`src/rtl/blender_pkg.sv`:
```
// Shared opcodes, core timing constants and the command-driver FSM state type
// for the blender pixel pipeline.
package blender_pkg;

  localparam logic [3:0] OP_NOP     = 4'b0000;
  localparam logic [3:0] OP_BLEND_5 = 4'b0101;
  localparam logic [3:0] OP_BLEND_D = 4'b1101;
  localparam logic [3:0] OP_BLEND_A = 4'b1010;
  localparam logic [3:0] OP_BLEND_9 = 4'b1001;
  localparam logic [3:0] OP_BLEND_E = 4'b1110;
  localparam logic [3:0] OP_BLEND_F = 4'b1111;

  localparam int          BL_LAT    = 6;
  localparam logic [31:0] BL_OFFSET = 32'd123522;

  typedef enum logic [1:0] {
    ST_IDLE,
    ST_PRIME,
    ST_ISSUE,
    ST_HOLD
  } drv_state_e;

endpackage

```
`src/rtl/blender_rsp_fifo.sv`:
```
// Synchronous response FIFO with first-word fall-through read and an occupancy count.
module blender_rsp_fifo #(
  parameter int W     = 36,
  parameter int DEPTH = 8
) (
  input  logic                     clk,
  input  logic                     reset,
  input  logic                     push,
  input  logic [W-1:0]             push_data,
  input  logic                     pop,
  output logic [W-1:0]             pop_data,
  output logic                     valid,
  output logic [$clog2(DEPTH):0]   count
);

  localparam int            AW   = $clog2(DEPTH);
  localparam logic [AW:0]   FULL = (AW+1)'(DEPTH);

  logic [W-1:0]  mem [DEPTH];
  logic [AW-1:0] wr_ptr;
  logic [AW-1:0] rd_ptr;
  logic          do_push;
  logic          do_pop;

  assign valid    = (count != '0);
  assign do_pop   = pop & valid;
  assign do_push  = push & ((count != FULL) | do_pop);
  // Head entry is read combinationally so rsp_valid and data appear together.
  assign pop_data = mem[rd_ptr];

  always_ff @(posedge clk) begin
    if (do_push) mem[wr_ptr] <= push_data;
  end

  always_ff @(posedge clk or posedge reset) begin
    if (reset) begin
      wr_ptr <= '0;
      rd_ptr <= '0;
      count  <= '0;
    end else begin
      if (do_push) wr_ptr <= wr_ptr + 1'b1;
      if (do_pop)  rd_ptr <= rd_ptr + 1'b1;
      case ({do_push, do_pop})
        2'b10:   count <= count + 1'b1;
        2'b01:   count <= count - 1'b1;
        default: count <= count;
      endcase
    end
  end

endmodule

```
`src/rtl/blender_cmd_driver.sv`:
```
// Command-side initiator for the blender core: sequences op/operands with the core's
// operation-before-operand timing, gates its clock, and returns tagged results.
module blender_cmd_driver
  import blender_pkg::*;
#(
  parameter int TAG_W     = 4,
  parameter int RSP_DEPTH = 8
) (
  input  logic             clk,
  input  logic             reset,
  input  logic             cmd_valid,
  output logic             cmd_ready,
  input  logic [3:0]       cmd_op,
  input  logic [31:0]      cmd_a,
  input  logic [31:0]      cmd_b,
  input  logic [TAG_W-1:0] cmd_tag,
  output logic             bl_clk_enable,
  output logic             bl_test_mode,
  output logic [3:0]       bl_operation,
  output logic [31:0]      bl_op1,
  output logic [31:0]      bl_op2,
  input  logic [31:0]      bl_result,
  output logic             rsp_valid,
  input  logic             rsp_ready,
  output logic [31:0]      rsp_result,
  output logic [TAG_W-1:0] rsp_tag,
  output logic             busy
);

  localparam int            CNT_W     = $clog2(RSP_DEPTH) + 1;
  localparam logic [CNT_W:0] DEPTH_LIM = (CNT_W+1)'(RSP_DEPTH);

  drv_state_e       state, state_next;
  logic             ready_en;
  logic             pend_valid;
  logic [3:0]       pend_op;
  logic [31:0]      pend_a, pend_b;
  logic [TAG_W-1:0] pend_tag;
  logic [TAG_W-1:0] issue_tag;
  logic             hold_cnt;
  logic             load_op, take, credit_ok, accept;
  logic [CNT_W:0]   used;
  logic [CNT_W-1:0] fifo_count;
  logic [BL_LAT-1:0] trk_valid;
  logic [TAG_W-1:0] trk_tag [BL_LAT];
  logic [31+TAG_W:0] fifo_out;

  // Ready also while the pending entry is being issued, so same-op commands stream 1/cycle.
  assign cmd_ready    = ready_en & (~pend_valid | take);
  assign accept       = cmd_valid & cmd_ready;
  assign bl_test_mode = 1'b0;
  assign {rsp_result, rsp_tag} = fifo_out;
  assign busy = pend_valid | (state != ST_IDLE) | (|trk_valid) | rsp_valid;

  // Every outstanding command counted once: operands registered, in tracker, or in FIFO.
  always_comb begin
    used = {1'b0, fifo_count} + {{CNT_W{1'b0}}, (state == ST_ISSUE)};
    for (int i = 0; i < BL_LAT; i++) used = used + {{CNT_W{1'b0}}, trk_valid[i]};
    credit_ok = (used < DEPTH_LIM);
  end

  always_ff @(posedge clk or posedge reset) begin
    if (reset) state <= ST_IDLE;
    else       state <= state_next;
  end

  always_comb begin
    state_next = state;
    load_op    = 1'b0;
    take       = 1'b0;
    case (state)
      ST_IDLE: if (pend_valid) begin
        load_op    = 1'b1;
        state_next = ST_PRIME;
      end
      ST_PRIME: if (pend_valid && credit_ok) begin
        take       = 1'b1;
        state_next = ST_ISSUE;
      end
      ST_ISSUE: begin
        if (pend_valid && (pend_op == bl_operation) && credit_ok) take = 1'b1;
        else state_next = ST_HOLD;
      end
      ST_HOLD: if (hold_cnt) begin
        if (pend_valid) begin
          load_op    = 1'b1;
          state_next = ST_PRIME;
        end else begin
          state_next = ST_IDLE;
        end
      end
      default: state_next = ST_IDLE;
    endcase
  end

  always_ff @(posedge clk or posedge reset) begin
    if (reset) begin
      ready_en      <= 1'b0;
      pend_valid    <= 1'b0;
      pend_op       <= '0;
      pend_a        <= '0;
      pend_b        <= '0;
      pend_tag      <= '0;
      bl_operation  <= '0;
      bl_op1        <= '0;
      bl_op2        <= '0;
      issue_tag     <= '0;
      hold_cnt      <= 1'b0;
      bl_clk_enable <= 1'b0;
      trk_valid     <= '0;
      trk_tag[0]    <= '0;
    end else begin
      ready_en <= 1'b1;
      if (accept) begin
        pend_valid <= 1'b1;
        pend_op    <= cmd_op;
        pend_a     <= cmd_a;
        pend_b     <= cmd_b;
        pend_tag   <= cmd_tag;
      end else if (take) begin
        pend_valid <= 1'b0;
      end
      if (load_op) bl_operation <= pend_op;
      if (take) begin
        bl_op1    <= pend_a;
        bl_op2    <= pend_b;
        issue_tag <= pend_tag;
      end
      hold_cnt <= (state == ST_HOLD) ? ~hold_cnt : 1'b0;
      // Keep the core clocked until the last valid slot has reached the result stage.
      bl_clk_enable <= (state_next != ST_IDLE) | (|trk_valid[BL_LAT-2:0]);
      trk_valid     <= {trk_valid[BL_LAT-2:0], (state == ST_ISSUE)};
      trk_tag[0]    <= issue_tag;
    end
  end

  generate
    for (genvar gi = 1; gi < BL_LAT; gi++) begin : g_trk
      always_ff @(posedge clk or posedge reset) begin
        if (reset) trk_tag[gi] <= '0;
        else       trk_tag[gi] <= trk_tag[gi-1];
      end
    end
  endgenerate

  blender_rsp_fifo #(
    .W     (32 + TAG_W),
    .DEPTH (RSP_DEPTH)
  ) u_rsp_fifo (
    .clk       (clk),
    .reset     (reset),
    .push      (trk_valid[BL_LAT-1]),
    .push_data ({bl_result, trk_tag[BL_LAT-1]}),
    .pop       (rsp_ready),
    .pop_data  (fifo_out),
    .valid     (rsp_valid),
    .count     (fifo_count)
  );

endmodule

```
`config.mk`:
```
export PLATFORM = sky130hd
export DESIGN_NAME = blender_cmd_driver
export DESIGN_NICKNAME = d
export VERILOG_FILES = /design/src/rtl/blender_pkg.sv /design/src/rtl/blender_rsp_fifo.sv /design/src/rtl/blender_cmd_driver.sv
export SDC_FILE = /design/constraint.sdc
export NUM_CORES = 1
export LEC_CHECK = 0
export CAP_MARGIN = 20
export CORE_MARGIN = 8
export CORE_UTILIZATION = 48
export DETAILED_ROUTE_END_ITERATION = 7
export GPL_ROUTABILITY_DRIVEN = 0
export PLACE_DENSITY = 0.83
export SLEW_MARGIN = 20
export SYNTH_ARGS = -nofsm -noshare
export SYNTH_HDL_FRONTEND = slang
export SYNTH_SLANG_ARGS = --single-unit
```
`constraint.sdc`:
```
create_clock -name clk -period 7.02 [get_ports clk]
set_clock_uncertainty 0.1 [all_clocks]
set_input_delay 1.404 -clock clk [delete_from_list [all_inputs] [get_ports clk]]
set_output_delay 1.404 -clock clk [all_outputs]
set_load 0.1 [all_outputs]
```
==> results.txt, run 1 <==
The tool flagged a number of max-cap violations equal to 0. The first-pass GRT wire length is 69.0 mm. The sequential element share of the synthesized area came out at 68.7%. The net count of the finished layout came out at 1476.

For this design the static power due to leakage is 8.43 nW. The worst endpoint required time is 5.52 ns. Buffers placed on the I/O ports in this run total 215. The final-report max-slew violation count is 0.

The area growth from synthesis to layout is 23.3%. The initial antenna violation count came to 0. The post-synthesis cell count came out at 1148.

The number of vias after detailed routing is 11115. The net switching power of the design is 5.05 mW. The floorplan has 74 rows.

The initial standard-cell utilization of the core came out at 48.2%. The CTS clock-pin slew for the worst setup and hold paths came out at 0.06 ns. The share of post-route cells with drive strength above 1 came out at 26.2%. The HPWL reported at the end of detailed placement came out at 24.9 mm. For this design the top-level I/O count stands at 217.

The maximum number of pins on one net before global-route repair came out at 138. The number of gates resized after CTS came out at 0. The first-pass iteration count of the detailed router came out at 5. For this run, asynchronously set or reset flops after synthesis account for 39.7%.

The number of enable-type register cells in the synthesized netlist is 288. The peak fanout along the critical path is 74. TritonCTS built the clock tree. The clock latency on the worst-skew pair is 0.58 ns. The H-tree level count is 2. The global-route usage over all layers is 18.4%. The number of fill cells in the layout came out at 2922. The area of the core came out at 0.0405 mm². The remaining antenna violation count came out at 0.

The wire length after detailed routing is 43.8 mm. The instance count after placement with tap cells included came out at 1830. The remaining global-route overflow is 0. The total power density per cell area is 502 mW/mm².

The path type of the worst setup path is reg -> out. The die covers 0.0473 mm². Derived from the worst setup path, the maximum achievable clock frequency is 0.169 GHz.

The element type at the critical path end is a primary output. Yosys attributes the largest share of cell area to edfxtp_1, dfrtp_1, mux4_2. The number of warning messages in the yosys log came out at 0. Of the available clock period, the critical path in the final layout requires 84.1%. The pin slew with the least headroom to its limit is 1.11 ns. The total standard cell area after synthesis came out at 0.0195 mm². The worst slack after detailed placement came out at 1.73 ns. The critical path data arrival time came out at 4.40 ns. The number of buffers created by CTS is 48. Measured on the finished design, the core utilization comes to 59.4%. The total nets after synthesis is 1276. The longest clock path from root to sink contains 3 buffers. The post-route standard cell area excluding fillers is 0.0240 mm². Setup violations remaining at the end of the flow were counted as 0. The number of antenna diodes in the final layout is 0.

The number of buffers inserted for hold repair after clock tree synthesis is 0. The horizontal die dimension is 218 µm. The worst-case headroom to the max-slew limit came out at 26.0%.

The post-layout minimum cycle time is 5.90 ns. The number of violations reported at the end of detailed-routing iteration 0 is 836. The setup slack after layout is 1.12 ns. The worst-case IR drop observed on VDD is 728 µV. The number of global-route vias before repair is 11904.

The logic gate share of total power is 41.9%. The hold violation total from the final report is 0. The min-delay analysis places its worst path in the category reg -> reg. The overall power consumption is 12.1 mW.

The via density per instance came out at 5.79. The dominant register cell in the synthesized netlist is edfxtp_1. The clock sink total came out at 478. The part of the total power dissipated in sequential elements came out at 33.5%. Setup repair after global routing left no endpoint under its margin.

The flow ran to the end, and the final reports show no timing, DRC or antenna violations. For this run, design rule violations remaining after detail routing come to 0. The switching part of the total power is 41.9%. The final setup TNS is 0 ns. The synthesized design spends more area on one cell type than any other, namely edfxtp_1. The post-detailed-placement cell area came out at 0.0222 mm². The worst setup path is launched from a flop.

The number of library cell types mapped by synthesis is 44. After clock tree synthesis, the setup repair step added 0 buffers. The relative contribution of the clock network to total power came out at 24.6%. The flop and latch count out of synthesis is 478. The vertical extent of the die came out at 218 µm. The internal portion of the total power is 7.01 mW. The proportion of netlist area held by the largest area contributor is 44.4%. The post-synthesis average cell area is 17.0 µm². The wire length per cell after detailed routing came out at 22.8 µm. The final cell count without fillers is 1920.

CTS placed an instance of clkbuf_16 at the clock tree root. The worst hold margin came out at 0.246 ns.
-- kinds of logic after synthesis --
logic type	after synthesis	share of synthesized area, %
flops	478	68.7
simple gates	195	4.17
mux	182	14.7
compound gates	160	8.12
buf+inv	101	2.38
fa+ha+maj	20	1.44
xor+xnor	10	0.449
other cells	2	0.0385
-- flip-flops by register name (all words and copies together) (netlist names) --
| name | cells |
|---|---|
| state | 2 |
| bl_operation | 4 |
| trk_tag | 24 |
| pend_tag | 4 |
| ready_en | 1 |
| u_rsp_fifo.mem | 288 |
| bl_op2 | 32 |
| issue_tag | 4 |
| pend_valid | 1 |
| u_rsp_fifo.wr_ptr | 3 |
| bl_clk_enable | 1 |
| pend_a | 32 |
| u_rsp_fifo.rd_ptr | 3 |
| pend_op | 4 |
| hold_cnt | 1 |
| pend_b | 32 |
| trk_valid | 6 |
| bl_op1 | 32 |
| u_rsp_fifo.count | 4 |
-- power by group through the flow --
stage	clock network, mW	registers [mW]	logic, mW
global placement	0	4.05	4.99
detailed placement	0	4.08	5.06
finish	2.97	4.03	5.06
CTS	3.02	4.04	5.09
floorplan	0	4.54	3.42
global route	3.13	4.11	5.29
-- cells in the final DEF, fill, tap and decap left out, types with 4 or more instances in the layout --
| master | instances |
|---|---|
| edfxtp_1 | 288 |
| clkdlybuf4s50_1 | 214 |
| dfrtp_1 | 186 |
| nand2_1 | 153 |
| mux2_2 | 109 |
| o2111ai_1 | 72 |
| mux4_2 | 72 |
| o211ai_2 | 60 |
| clkbuf_16 | 48 |
| buf_4 | 19 |
| inv_1 | 16 |
| ha_1 | 16 |
| bufinv_16 | 15 |
| o211ai_1 | 12 |
| clkbuf_1 | 8 |
| a21oi_1 | 7 |
| nand2b_1 | 6 |
| nor2_4 | 6 |
| xnor2_1 | 5 |
| xor2_1 | 5 |
| nor2_1 | 5 |
| clkbuf_8 | 5 |
| fa_1 | 4 |
| clkinv_2 | 4 |
-- synth_stat cells (3+ instances only) --
cell type / n
edfxtp_1: 288
dfrtp_1: 190
nand2_1: 155
mux2_2: 109
mux4_2: 72
o2111ai_1: 72
o211ai_2: 60
clkbuf_1: 58
inv_1: 17
ha_1: 16
buf_2: 14
o211ai_1: 12
nor2_1: 11
buf_6: 8
a21oi_1: 7
nand2b_1: 6
xnor2_1: 5
xor2_1: 5
fa_1: 4
nand3_1: 4
nor3_1: 3
nor3b_1: 3
-- worst max-delay path: stages (launching register included) --
cell and delay, ns:
dfrtp_1 0.41, fa_1 0.54, inv_1 0.05, fa_1 0.44, fa_1 0.36, inv_1 0.06
ha_1 0.22, nand4b_1 0.09, and3_1 0.31, nand3_4 0.10, buf_4 0.44, o211a_4 0.37
nor2b_1 0.11, buf_4 0.30
-- path summary, 6_finish.rpt --
path                                   startpoint                      to  slack [ns]  cells past startpoint
hold reg to reg              trk_tag[9]$_DFF_PP0_    trk_tag[5]$_DFF_PP0_        0.25                      0
setup reg to reg           trk_valid[0]$_DFF_PP0_  bl_op2[31]$_DFFE_PP0P_        2.14                     13
min in group asynchronous                   reset      ready_en$_DFF_PP0_        1.36                      2
setup / recovery           trk_valid[0]$_DFF_PP0_               cmd_ready        1.12                     13
hold / removal               trk_tag[9]$_DFF_PP0_    trk_tag[5]$_DFF_PP0_        0.25                      0
max in group asynchronous                   reset    trk_tag[5]$_DFF_PP0_        4.19                      3
-- area by class of cell --
class,count,area [µm²],share of cell area (%)
inverter,17,71.3,0.297
timing repair buffer,234,2300,9.55
clock inverter,29,559,2.33
tap,532,666,2.77
sequential,478,13400,55.8
clock buffer,61,1300,5.41
multi-input combinational,569,5730,23.8
-- per-layer routing --
metal	vias up	share of wire (%)	track usage, %
met5	-	0	0
met4	0	1.6	4.80
met3	53	8.5	5.17
met2	440	48	29.4
met1	5750	42	24.7
li1	4872	-	-
Power figures use the tool's default switching activity.
==> run 2, diff against run 1 <==
==> constraint.sdc (replaced) <==
create_clock -name clk -period 5.34 [get_ports clk]
set_clock_uncertainty 0.1 [all_clocks]
set_input_delay 1.068 -clock clk [delete_from_list [all_inputs] [get_ports clk]]
set_output_delay 1.068 -clock clk [all_outputs]
set_load 0.1 [all_outputs]
==> results.txt, run 2 (synthesis gave the netlist of run 1 again) <==
The worst-case headroom to the max-slew limit is 24.3% (was 26.0%). The startpoint class of the critical path is a flop (unchanged). The cell internal power dissipation came out at 8.66 mW (was 7.01 mW). The final setup TNS is 0 ns (unchanged). The most common cell after layout, fill and taps aside was edfxtp_1 (unchanged).

The number of gates resized after CTS is 0 (unchanged). The H-tree level count is 2 (unchanged). The logic gate share of total power came out at 44.6% (was 41.9%). The HPWL reported at the end of detailed placement came out at 25.5 mm (was 24.9 mm).

The maximum number of pins on one net before global-route repair came to 134 (was 138). The worst vdd rail ir drop came out at 433 µV (was 728 µV). The root cell of the clock tree is clkbuf_16 (unchanged). The launching point of the worst reg2reg path is trk_valid[0]$_DFF_PP0_ (unchanged).

Most frequent cells in the layout: edfxtp_1, clkdlybuf4s50_1, dfrtp_1 (unchanged). The capturing instance or port of the critical path was cmd_ready (unchanged). The register with the most flip-flops was u_rsp_fifo.mem (unchanged). The slack of the worst reg-to-reg path came out at 0.75 ns (was 2.14 ns). The logic depth of the worst register-to-register path came out at 13 (unchanged). The wire length per cell after detailed routing is 22.7 µm (was 22.8 µm). The part of the total power dissipated in sequential elements is 33.8% (was 33.5%). The number of violations reported at the end of detailed-routing iteration 0 is 796 (was 836). The antenna diode count is 0 (unchanged). The wire length after detailed routing is 43.7 mm (was 43.8 mm). The path type of the worst setup path is reg -> out (unchanged).

The net switching power of the design came out at 6.61 mW (was 5.05 mW). The maximum buffer depth of the clock tree came out at 3 (unchanged). The worst endpoint required time is 4.17 ns (was 5.52 ns). The number of flip-flops under the largest register name came out at 288 (unchanged). The pin slew with the least headroom to its limit is 1.13 ns (was 1.11 ns). The number of buffers created by CTS came to 49 (was 48).

The area of the core came to 0.0405 mm² (unchanged). The global-route usage over all layers is 18.5% (was 18.4%). The number of buffers inserted for hold repair after clock tree synthesis is 0 (unchanged). The terminus of the critical flop-to-flop path is bl_op1[9]$_DFFE_PP0P_ (was bl_op2[31]$_DFFE_PP0P_).

Setup repair after global routing missed its margin: no (unchanged). The number of max-capacitance violations reported is 0 (unchanged). The site row count came out at 74 (unchanged). The first-pass GRT wire length is 69.2 mm (was 69.0 mm). The area enclosed by the die boundary was 0.0473 mm² (unchanged). The remaining antenna violation count is 0 (unchanged). The final critical path takes up 93.1% of the cycle. The number of global-route vias before repair was 11871 (was 11904). The worst min-delay path category was reg -> reg (unchanged). The post-detailed-route DRC marker count came to 0 (unchanged).

The remaining global-route overflow came out at 0 (unchanged). The vertical extent of the die was 218 µm (unchanged). The horizontal die dimension is 218 µm (unchanged). The post-layout minimum cycle time is 4.97 ns. The initial standard-cell utilization of the core came out at 48.2% (unchanged).

The clock latency on the worst-skew pair is 0.57 ns (was 0.58 ns). The peak fanout along the critical path came out at 5 (was 74). The post-detailed-placement cell area came out at 0.0223 mm² (was 0.0222 mm²). The relative contribution of the clock network to total power came out at 21.6% (was 24.6%). The signed area change from the synthesized netlist to the final layout is 22.2% (was 23.3%). The final-report max-slew violation count came out at 0 (unchanged).

The number of vias after detailed routing came to 11048 (was 11115). The CTS clock-pin slew for the worst setup and hold paths came to 0.06 ns (about the same). Status: finished, final reports clean (unchanged). The hold violation total from the final report came out at 0 (unchanged).

The initial antenna violation count came to 2 (was 0). The worst hold margin came to 0.235 ns (was 0.246 ns). The total power density per cell area came to 641 mW/mm² (was 502 mW/mm²). The element type at the critical path end is a primary output (unchanged). The post-route standard cell area excluding fillers was 0.0238 mm² (was 0.0240 mm²). The CTS tree is done (unchanged).

The start point of the critical path was trk_valid[0]$_DFF_PP0_ (unchanged). The reported leakage power came to 8.34 nW (was 8.43 nW). The via density per instance came out at 5.73 (was 5.79). The critical path data arrival time is 3.80 ns (was 4.40 ns). The number of ports placed on the die boundary came out at 217 (unchanged). The switching part of the total power is 43.3% (was 41.9%). The utilization after layout is 58.9% (was 59.4%).

The clock sink total came to 478 (unchanged). The number of port buffers is 215 (unchanged). The share of post-route cells with drive strength above 1 came out at 26.4% (was 26.2%). The number of buffers inserted to repair setup after CTS is 0 (unchanged). The first-pass iteration count of the detailed router is 5 (unchanged). Timing would allow up to 0.201 GHz. The net count of the finished layout is 1484 (was 1476). The number of endpoints failing setup at the final stage is 0 (unchanged).
[run 2: cell types whose count changed in the layout (fill, tap and decap cells not counted), sizes merged, moves of 5 or more]
cell | previous run | this run
buf | 20 | 28
bufinv | 15 | 3
clkbuf | 61 | 56
clkinv | 9 | 27
[run 2: cell type report]
class,instances,area (µm²)
clock buffers,56,1280
inverters,17,67.6
multi-input cells,569,5720
well taps,532,666
clock inverters,35,275
fillers,2966,16600
repair buffers,241,2400
flip-flops and latches,478,13400
[run 2: worst min-delay path by stage]
| stage | cells after the start | end | startpoint |
|---|---|---|---|
| 2_1_floorplan | 0 | trk_tag[0]$_DFF_PP0_ | trk_tag[4]$_DFF_PP0_ |
| 3_3_place_gp | 0 | trk_tag[3]$_DFF_PP0_ | trk_tag[7]$_DFF_PP0_ |
| 3_5_place_dp | 0 | trk_tag[14]$_DFF_PP0_ | trk_tag[18]$_DFF_PP0_ |
| 4_1_cts | 0 | trk_tag[6]$_DFF_PP0_ | trk_tag[10]$_DFF_PP0_ |
| 5_1_grt | 0 | trk_tag[14]$_DFF_PP0_ | trk_tag[18]$_DFF_PP0_ |
| 6_report | 0 | trk_tag[6]$_DFF_PP0_ | trk_tag[10]$_DFF_PP0_ |
[run 2: per-stage QoR]
step | setup WS (ns) | power (mW) | cells
6_report | 0.368 | 15.3 | 1928
4_1_cts | 0.316 | 15.4 | 1928
2_1_floorplan | 0.279 | 10.5 | 1148
3_5_place_dp | 0.784 | 12.1 | 1837
3_3_place_gp | 0.846 | 11.9 | 1837
5_1_grt | 0.199 | 15.9 | 1928
[run 2: critical path: stages (launching register included)]
cell and delay (ns):
dfrtp_1 0.41, fa_1 0.54, inv_1 0.05, fa_1 0.46
fa_1 0.39, inv_1 0.07, ha_1 0.22, nand4b_1 0.08
and3_1 0.26, nand3_2 0.11, o211a_4 0.29, nor2b_2 0.16
buf_12 0.19
[run 2: routing by layer]
layer | track usage (%) | share of wire (%) | vias to the layer above
li1 | - | - | 4892
met1 | 24.3 | 41 | 5676
met2 | 30.1 | 49 | 416
met3 | 5.49 | 8.7 | 60
met4 | 4.51 | 1.6 | 4
met5 | 0 | 0.062 | -
[run 2: power by group through the flow]
| stage | clock, mW | sequential [mW] | combinational [mW] |
|---|---|---|---|
| 2_1_floorplan | 0 | 5.97 | 4.50 |
| 3_3_place_gp | 0 | 5.19 | 6.72 |
| 3_5_place_dp | 0 | 5.23 | 6.84 |
| 4_1_cts | 3.38 | 5.17 | 6.88 |
| 5_1_grt | 3.54 | 5.26 | 7.15 |
| 6_report | 3.30 | 5.17 | 6.81 |
